### src/rtl/alu_mul_sequencer.sv
// rtl/alu_mul_sequencer.sv - shares the 8-bit ALU between the core and a shift-add 8x8 multiplier (optional: MUL_SIGNED_EN)
module alu_mul_sequencer #(
    parameter int ITERS = 8
) (
    input  logic        Clk,
    input  logic        Reset,
    input  logic        start,
    input  logic [7:0]  mul_a,
    input  logic [7:0]  mul_b,
`ifdef MUL_SIGNED_EN
    input  logic        mul_signed,
`endif
    output logic        busy,
    output logic        done,
    output logic [15:0] product,
    input  logic        core_req,
    input  logic [2:0]  core_func,
    input  logic [7:0]  core_a,
    input  logic [7:0]  core_b,
    output logic        core_stall,
    output logic [2:0]  alu_func,
    output logic [7:0]  alu_a,
    output logic [7:0]  alu_b,
    input  logic [7:0]  alu_out
);

    // ALU opcode encoding shared with the decode/execute stage
    localparam logic [2:0] kADD = 3'd0;
    localparam logic [2:0] kLT  = 3'd5;
    localparam logic [2:0] kSRL = 3'd7;

    localparam logic [2:0] LAST_ITER = 3'(ITERS - 1);

    typedef enum logic [2:0] {
        IDLE   = 3'd0,
        TEST   = 3'd1,
        ADD    = 3'd2,
        CARRY  = 3'd3,
        SHR_HI = 3'd4,
        SHR_LO = 3'd5,
        FIX    = 3'd6,
        DONE   = 3'd7
    } state_t;

    state_t      state;
    state_t      state_n;

    logic [7:0]  m;
    logic [7:0]  ph;
    logic [7:0]  pl;
    logic [2:0]  cnt;
    logic        cy;
    logic        lsb;
    logic [15:0] product_q;
    logic [7:0]  a_load;
    logic [7:0]  b_load;

`ifdef MUL_SIGNED_EN
    logic        fix_en;
    logic        neg;
    logic [15:0] prod_neg;

    // Signed operands enter the shift-add engine as magnitudes; -128 maps to 0x80
    always_comb begin
        a_load   = (mul_signed && mul_a[7]) ? (~mul_a + 8'd1) : mul_a;
        b_load   = (mul_signed && mul_b[7]) ? (~mul_b + 8'd1) : mul_b;
        prod_neg = ~{ph, pl} + 16'd1;
    end
`else
    // Unsigned only: operands load unchanged
    always_comb begin
        a_load = mul_a;
        b_load = mul_b;
    end
`endif

    // State register
    always_ff @(posedge Clk) begin
        if (Reset) begin
            state <= IDLE;
        end else begin
            state <= state_n;
        end
    end

    // Next state and ALU steering; the core owns the ALU only while idle
    always_comb begin
        state_n  = state;
        busy     = 1'b1;
        done     = 1'b0;
        alu_func = kADD;
        alu_a    = 8'd0;
        alu_b    = 8'd0;
        case (state)
            IDLE: begin
                busy     = 1'b0;
                alu_func = core_func;
                alu_a    = core_a;
                alu_b    = core_b;
                if (start) begin
                    state_n = TEST;
                end
            end
            TEST: begin
                state_n = pl[0] ? ADD : SHR_HI;
            end
            ADD: begin
                alu_func = kADD;
                alu_a    = ph;
                alu_b    = m;
                state_n  = CARRY;
            end
            CARRY: begin
                // Wrapped sum below the addend means the add overflowed
                alu_func = kLT;
                alu_a    = ph;
                alu_b    = m;
                state_n  = SHR_HI;
            end
            SHR_HI: begin
                alu_func = kSRL;
                alu_a    = ph;
                alu_b    = 8'd1;
                state_n  = SHR_LO;
            end
            SHR_LO: begin
                alu_func = kSRL;
                alu_a    = pl;
                alu_b    = 8'd1;
                if (cnt == LAST_ITER) begin
`ifdef MUL_SIGNED_EN
                    state_n = fix_en ? FIX : DONE;
`else
                    state_n = DONE;
`endif
                end else begin
                    state_n = TEST;
                end
            end
            FIX: begin
                state_n = DONE;
            end
            DONE: begin
                done    = 1'b1;
                state_n = IDLE;
            end
            default: begin
                state_n = IDLE;
            end
        endcase
    end

    // Multiply datapath: {cy, PH, PL} shifts right once per iteration
    always_ff @(posedge Clk) begin
        if (Reset) begin
            m         <= 8'd0;
            ph        <= 8'd0;
            pl        <= 8'd0;
            cnt       <= 3'd0;
            cy        <= 1'b0;
            lsb       <= 1'b0;
            product_q <= 16'd0;
`ifdef MUL_SIGNED_EN
            fix_en    <= 1'b0;
            neg       <= 1'b0;
`endif
        end else begin
            case (state)
                IDLE: begin
                    if (start) begin
                        m   <= a_load;
                        ph  <= 8'd0;
                        pl  <= b_load;
                        cnt <= 3'd0;
`ifdef MUL_SIGNED_EN
                        fix_en <= mul_signed;
                        neg    <= mul_signed & (mul_a[7] ^ mul_b[7]);
`endif
                    end
                end
                TEST: begin
                    if (!pl[0]) begin
                        cy <= 1'b0;
                    end
                end
                ADD: begin
                    ph <= alu_out;
                end
                CARRY: begin
                    cy <= alu_out[0];
                end
                SHR_HI: begin
                    lsb <= ph[0];
                    ph  <= {cy, alu_out[6:0]};
                end
                SHR_LO: begin
                    pl <= {lsb, alu_out[6:0]};
                    if (cnt != LAST_ITER) begin
                        cnt <= cnt + 3'd1;
                    end
                end
`ifdef MUL_SIGNED_EN
                FIX: begin
                    if (neg) begin
                        {ph, pl} <= prod_neg;
                    end
                end
`endif
                DONE: begin
                    product_q <= {ph, pl};
                end
                default: begin
                end
            endcase
        end
    end

    // The product is presented in the DONE cycle so it is valid alongside done
    assign product    = (state == DONE) ? {ph, pl} : product_q;
    assign core_stall = core_req & busy;

endmodule

### config.mk
export PLATFORM = sky130hd
export DESIGN_NAME = alu_mul_sequencer
export DESIGN_NICKNAME = d
export VERILOG_FILES = /design/src/rtl/alu_mul_sequencer.sv
export SDC_FILE = /design/constraint.sdc
export NUM_CORES = 1
export LEC_CHECK = 0
export ABC_AREA = 1
export ABC_CLOCK_PERIOD_IN_PS = 1800
export CORE_MARGIN = 2
export CORE_UTILIZATION = 47
export CTS_BUF_LIST = sky130_fd_sc_hd__clkbuf_2
export DETAILED_ROUTE_END_ITERATION = 10
export PLACE_DENSITY = 0.82
export SKIP_CTS_REPAIR_TIMING = 1
export SYNTH_ARGS = -nofsm -noshare
export SYNTH_HDL_FRONTEND = slang
export SYNTH_SLANG_ARGS = --single-unit
### constraint.sdc
create_clock -name Clk -period 1.8 [get_ports Clk]
set_clock_uncertainty 0.15 [all_clocks]
set_input_delay 0.18 -clock Clk [delete_from_list [all_inputs] [get_ports Clk]]
set_output_delay 0.18 -clock Clk [all_outputs]
set_load 0.02 [all_outputs]
After elaboration in Yosys (flattened, before gate mapping). Index checks and enable logic that the tools add are counted.

Register bits after elaboration: 48. Input port bits: 47. Output and inout port bits: 38. Logic and storage cells: 53.

Reduce and logical (&&, ||, !) cells: 12. Bitwise logic cells: 1. Eq/ne operators: 12. $add $sub $neg: 1. Mux-type cells: 19.

Operators with widths (count): case mux 8 bit (3 select lines) (3); case mux 3 bit (8 select lines) (1); 2-to-1 mux 16 bit (1); 2-to-1 mux 8 bit (2); case mux 8 bit (2 select lines) (1); == test 3 bit (second input constant) (5); 2-to-1 mux 3 bit (5); case mux 3 bit (3 select lines) (1); AND reduction 2 bit (4); == test 3 x 2 -> 1 bit (second input constant) (2); != test 2 bit (second input constant) (3); case mux 3 bit (2 select lines) (1); nonzero test 2 bit (2); OR reduction 2 bit (2); adder 3 x 1 -> 3 bit (second input constant) (1); == test 3 x 1 -> 1 bit (second input constant) (1); zero test 3 bit (1); 2-to-1 mux 1 bit (3); != test 3 bit (second input constant) (1); AND reduction 3 bit (1); nonzero test 3 bit (1); OR reduction 3 bit (1); case mux 1 bit (2 select lines) (1); bitwise AND 1 bit (1).

Logic depth before layout (Yosys ltp).
Word-level depth: 3. Depth in mapped cells: 9. Depth with buffers taken out: 7.

Worst setup path after synthesis. Ideal clock, no wire load.

Path kind: register -> output. Start point: register state[1]. End point: output alu_b[0]. Cell stages (with the launch flop): 7. Data required time: 1.470 ns. Arrival: 1.437 ns. Path slack: 0.033 ns. Cell sequence: dfxtp_1 nand2_4 nor2_1 inv_1 nand2_1 inv_1 o21ai_0.

Word-level cells in the longest chain between the ends: 3. Elaborated cells on any way between the ends: 8. Classes of those cells: eq/ne (4); mux (1); reduce/logical (3).

Ends and longest elaborated chain: start, declared (line 45) `state_t state;`; start signal, assigned (line 82) `state <= state_n;`; == test 3 bit / == test 3 x 2 -> 1 bit (equally long branches) (line 94) `case (state)`; OR reduction 2 bit (no source line); case mux 8 bit (3 select lines) * (line 94); end, declared (line 23) `output logic [7:0] alu_b,`.

Every way passes the cells marked *; elsewhere a longest branch is shown, timed or not.

Worst setup path after layout.
Start point: register state[0]. End point: output alu_a[7].

Word-level cells in the longest chain between the ends: 3. Elaborated cells on any way between the ends: 7. Classes of those cells: eq/ne (4); mux (1); reduce/logical (2).

Ends and longest elaborated chain: == test 3 bit / == test 3 x 2 -> 1 bit (equally long branches) (line 94); OR reduction 3 bit (no source line); case mux 8 bit (3 select lines) * (line 94); end, declared (line 22) `output logic [7:0] alu_a,`.

Marked as above.

==> results.tsv <==
metric	value	unit
violations	negative setup slack	
vdd_ir_drop_max	617	uV
dieArea	6020	um^2
ys_warn_count	0	
vias	2925	
drc	0	
synth-edff-count	0	
antenna_found_initial	0	
port_buffers	84	
cts_tree	built	
initial_core_util	49.2	%
min_period_over_period	119	%
synth_compound_gate_area_share	23.4	%
via_per_inst	5.12	
worstPathArrival	1.82	ns
synthCells	375	
synthMuxAreaShare	0	%
grt_pass1_vias	2720	
synthToLayoutAreaGrowth	58.3	%
finalSetupViolations	38	
fin_ws	-0.349	ns
cts_root_buf	clkbuf_2	
crit_chain	buf_4 > nor2_4 > nand2_2 > inv_4 > buf_12 > nand2_1 > o211ai_1 > buf_4	
synth_area	2550	um^2
track_usage	24.4	%
dr.first_iter.drc_count	202	
diodes	0	
syn_area_per_cell	6.79	um^2
powerDensity	746	nW/um^2
ys_ff_latch	48	
routed_wl	8460	um
path_clk_slew	0.25	ns
critical_path.endpoint_type	output port	
detail-route-antenna-nets	0	
dpl.hpwl	5480	um
slew_headroom	78.7	%
drive_above_1_share	30.5	%
finalMaxSlewViolations	0	
clock_insertion_delay_worst_skew	0.44	ns
ios	85	
final_common_cell	inv_1	
hp-class	input port to register	
crit_family	buffers and inverters	
yosys.area_share.adder	0.983	%
final_cell_mix	inv_1, nand2_1, buf_4, clkdlybuf4s50_1, dfxtp_1	
synth-xor-area-share	0	%
holdWs	0.151	ns
run_status	complete, but fails checks	
fp.dieW	77.6	um
routedWlPerCell	14.8	um
overflow	0	
clock_path_buffers	2	
cts_max_level	2	
path_max_fanout	7	
fmax	0.465	GHz
numCtsBuffers	5	
synth.distinct_cells	25	
drtPass1Iterations	6	
fp-row-count	26	
die_h	77.6	um
max_cap_violations	0	
power	0.00301	W
grt_max_degree	29	
rsz0062_at_grt	true	
clkSinkCount	48	
critPathLaunchType	register	
dominantRegCellSynth	dfxtp_1	
leakage	1.83	nW
cpMostUsedCell	buf_4	
grt_pass1_wl	11900	um
async_flop_share	0	%
synthSimpleGateAreaFrac	21.8	%
cpMaxStageDelayCell	dfxtp_4	
critical_path_class	register to output port	
globalplace.congestion	0.859	
critPathMaxStageDelay	0.42	ns
nNetsFinal	549	
ys_seq_area_share	37.7	%
crit_buf_inv	4	
hold_viol	0	
synth_nets	424	
crit_required	1.47	ns
fin_crit	2.15	ns
core	5170	um^2
worst-slew-pin-transition	0.319	ns
synth_top_family_by_area	compound AO/OA/AOI/OAI gates	
-- worst paths after layout --
kind | from | to | slack, ns | depth (start not counted)
max | state[0] | alu_a[7] | -0.35 | 8
min | alu_out[4] | ph[4] | 0.15 | 3
max reg2reg | state[1] | pl[7] | 0.08 | 9
min reg2reg | m[3] | m[3] | 0.32 | 2
-- where the power goes --
group	internal [W]	switching, W	leakage [nW]
clock	0.0000896	0.000360	0.0226
combinational	0.000589	0.000743	1.42
sequential	0.00116	0.0000614	0.394
-- registers in the layout, summed over array words and instances, names as in the netlist --
name       count
lsb            1
ph             8
pl             8
product_q     16
m              8
state          3
cy             1
cnt            3
-- logic make-up after synthesis --
logic type               Yosys count
flip-flops                        48
AO/OA/AOI/OAI                     97
AND/OR/NAND/NOR                  129
adder cells (fa/ha/maj)            2
buffers and inverters             99
-- metrics by stage --
step / area, um^2 / TNS, ns / utilization, % / std cells / worst slack [ns]
finish: 4030 / -7.08 / 77.9 / 571 / -0.349
CTS: 3800 / -27.81 / 73.4 / 566 / -0.858
detailed placement: 3750 / -8.67 / 72.6 / 558 / -0.357
floorplan: 2550 / 0 / - / 375 / 0.0329
global route: 4030 / -10.17 / 77.9 / 571 / -0.424
global placement: 3750 / -5.92 / 72.6 / 558 / -0.224
-- layout make-up --
class	instances	area, um^2
Multi-Input combinational cell	229	1340
Tap cell	70	87.6
Clock inverter	3	18.8
Fill cell	343	1140
Sequential cell	48	972
Timing Repair Buffer	133	1260
Inverter	83	328
Clock buffer	5	25.0
-- worst reg2reg max path: cells and delay by family, from the launching register on --
| kind | cells | cell delay [ns] |
|---|---|---|
| buf+inv | 5 | 0.70 |
| flops | 1 | 0.41 |
| simple gates | 4 | 0.41 |
-- synth_stat cells, types with 4 or more instances --
cell      instances  area (um^2)
o211ai_1          8         60.1
a211oi_1          6         45.0
nand3_1           5         25.0
nor2_1           32          120
o21ai_0          36          180
dfxtp_1          48          961
inv_2             4         15.0
inv_1            78          293
clkbuf_1          4         15.0
a21oi_1          36          180
buf_2             8         40.0
nand2_1          81          304
a211oi_2         10          125
-- metal layers --
layer | global-route usage (%) | part of all wire, %
met1 | 30.8 | 41
met2 | 40.9 | 51
met3 | 3.95 | 4.5
met4 | 10.9 | 2.8
met5 | 0 | 0
Power figures use the tool's default switching activity.
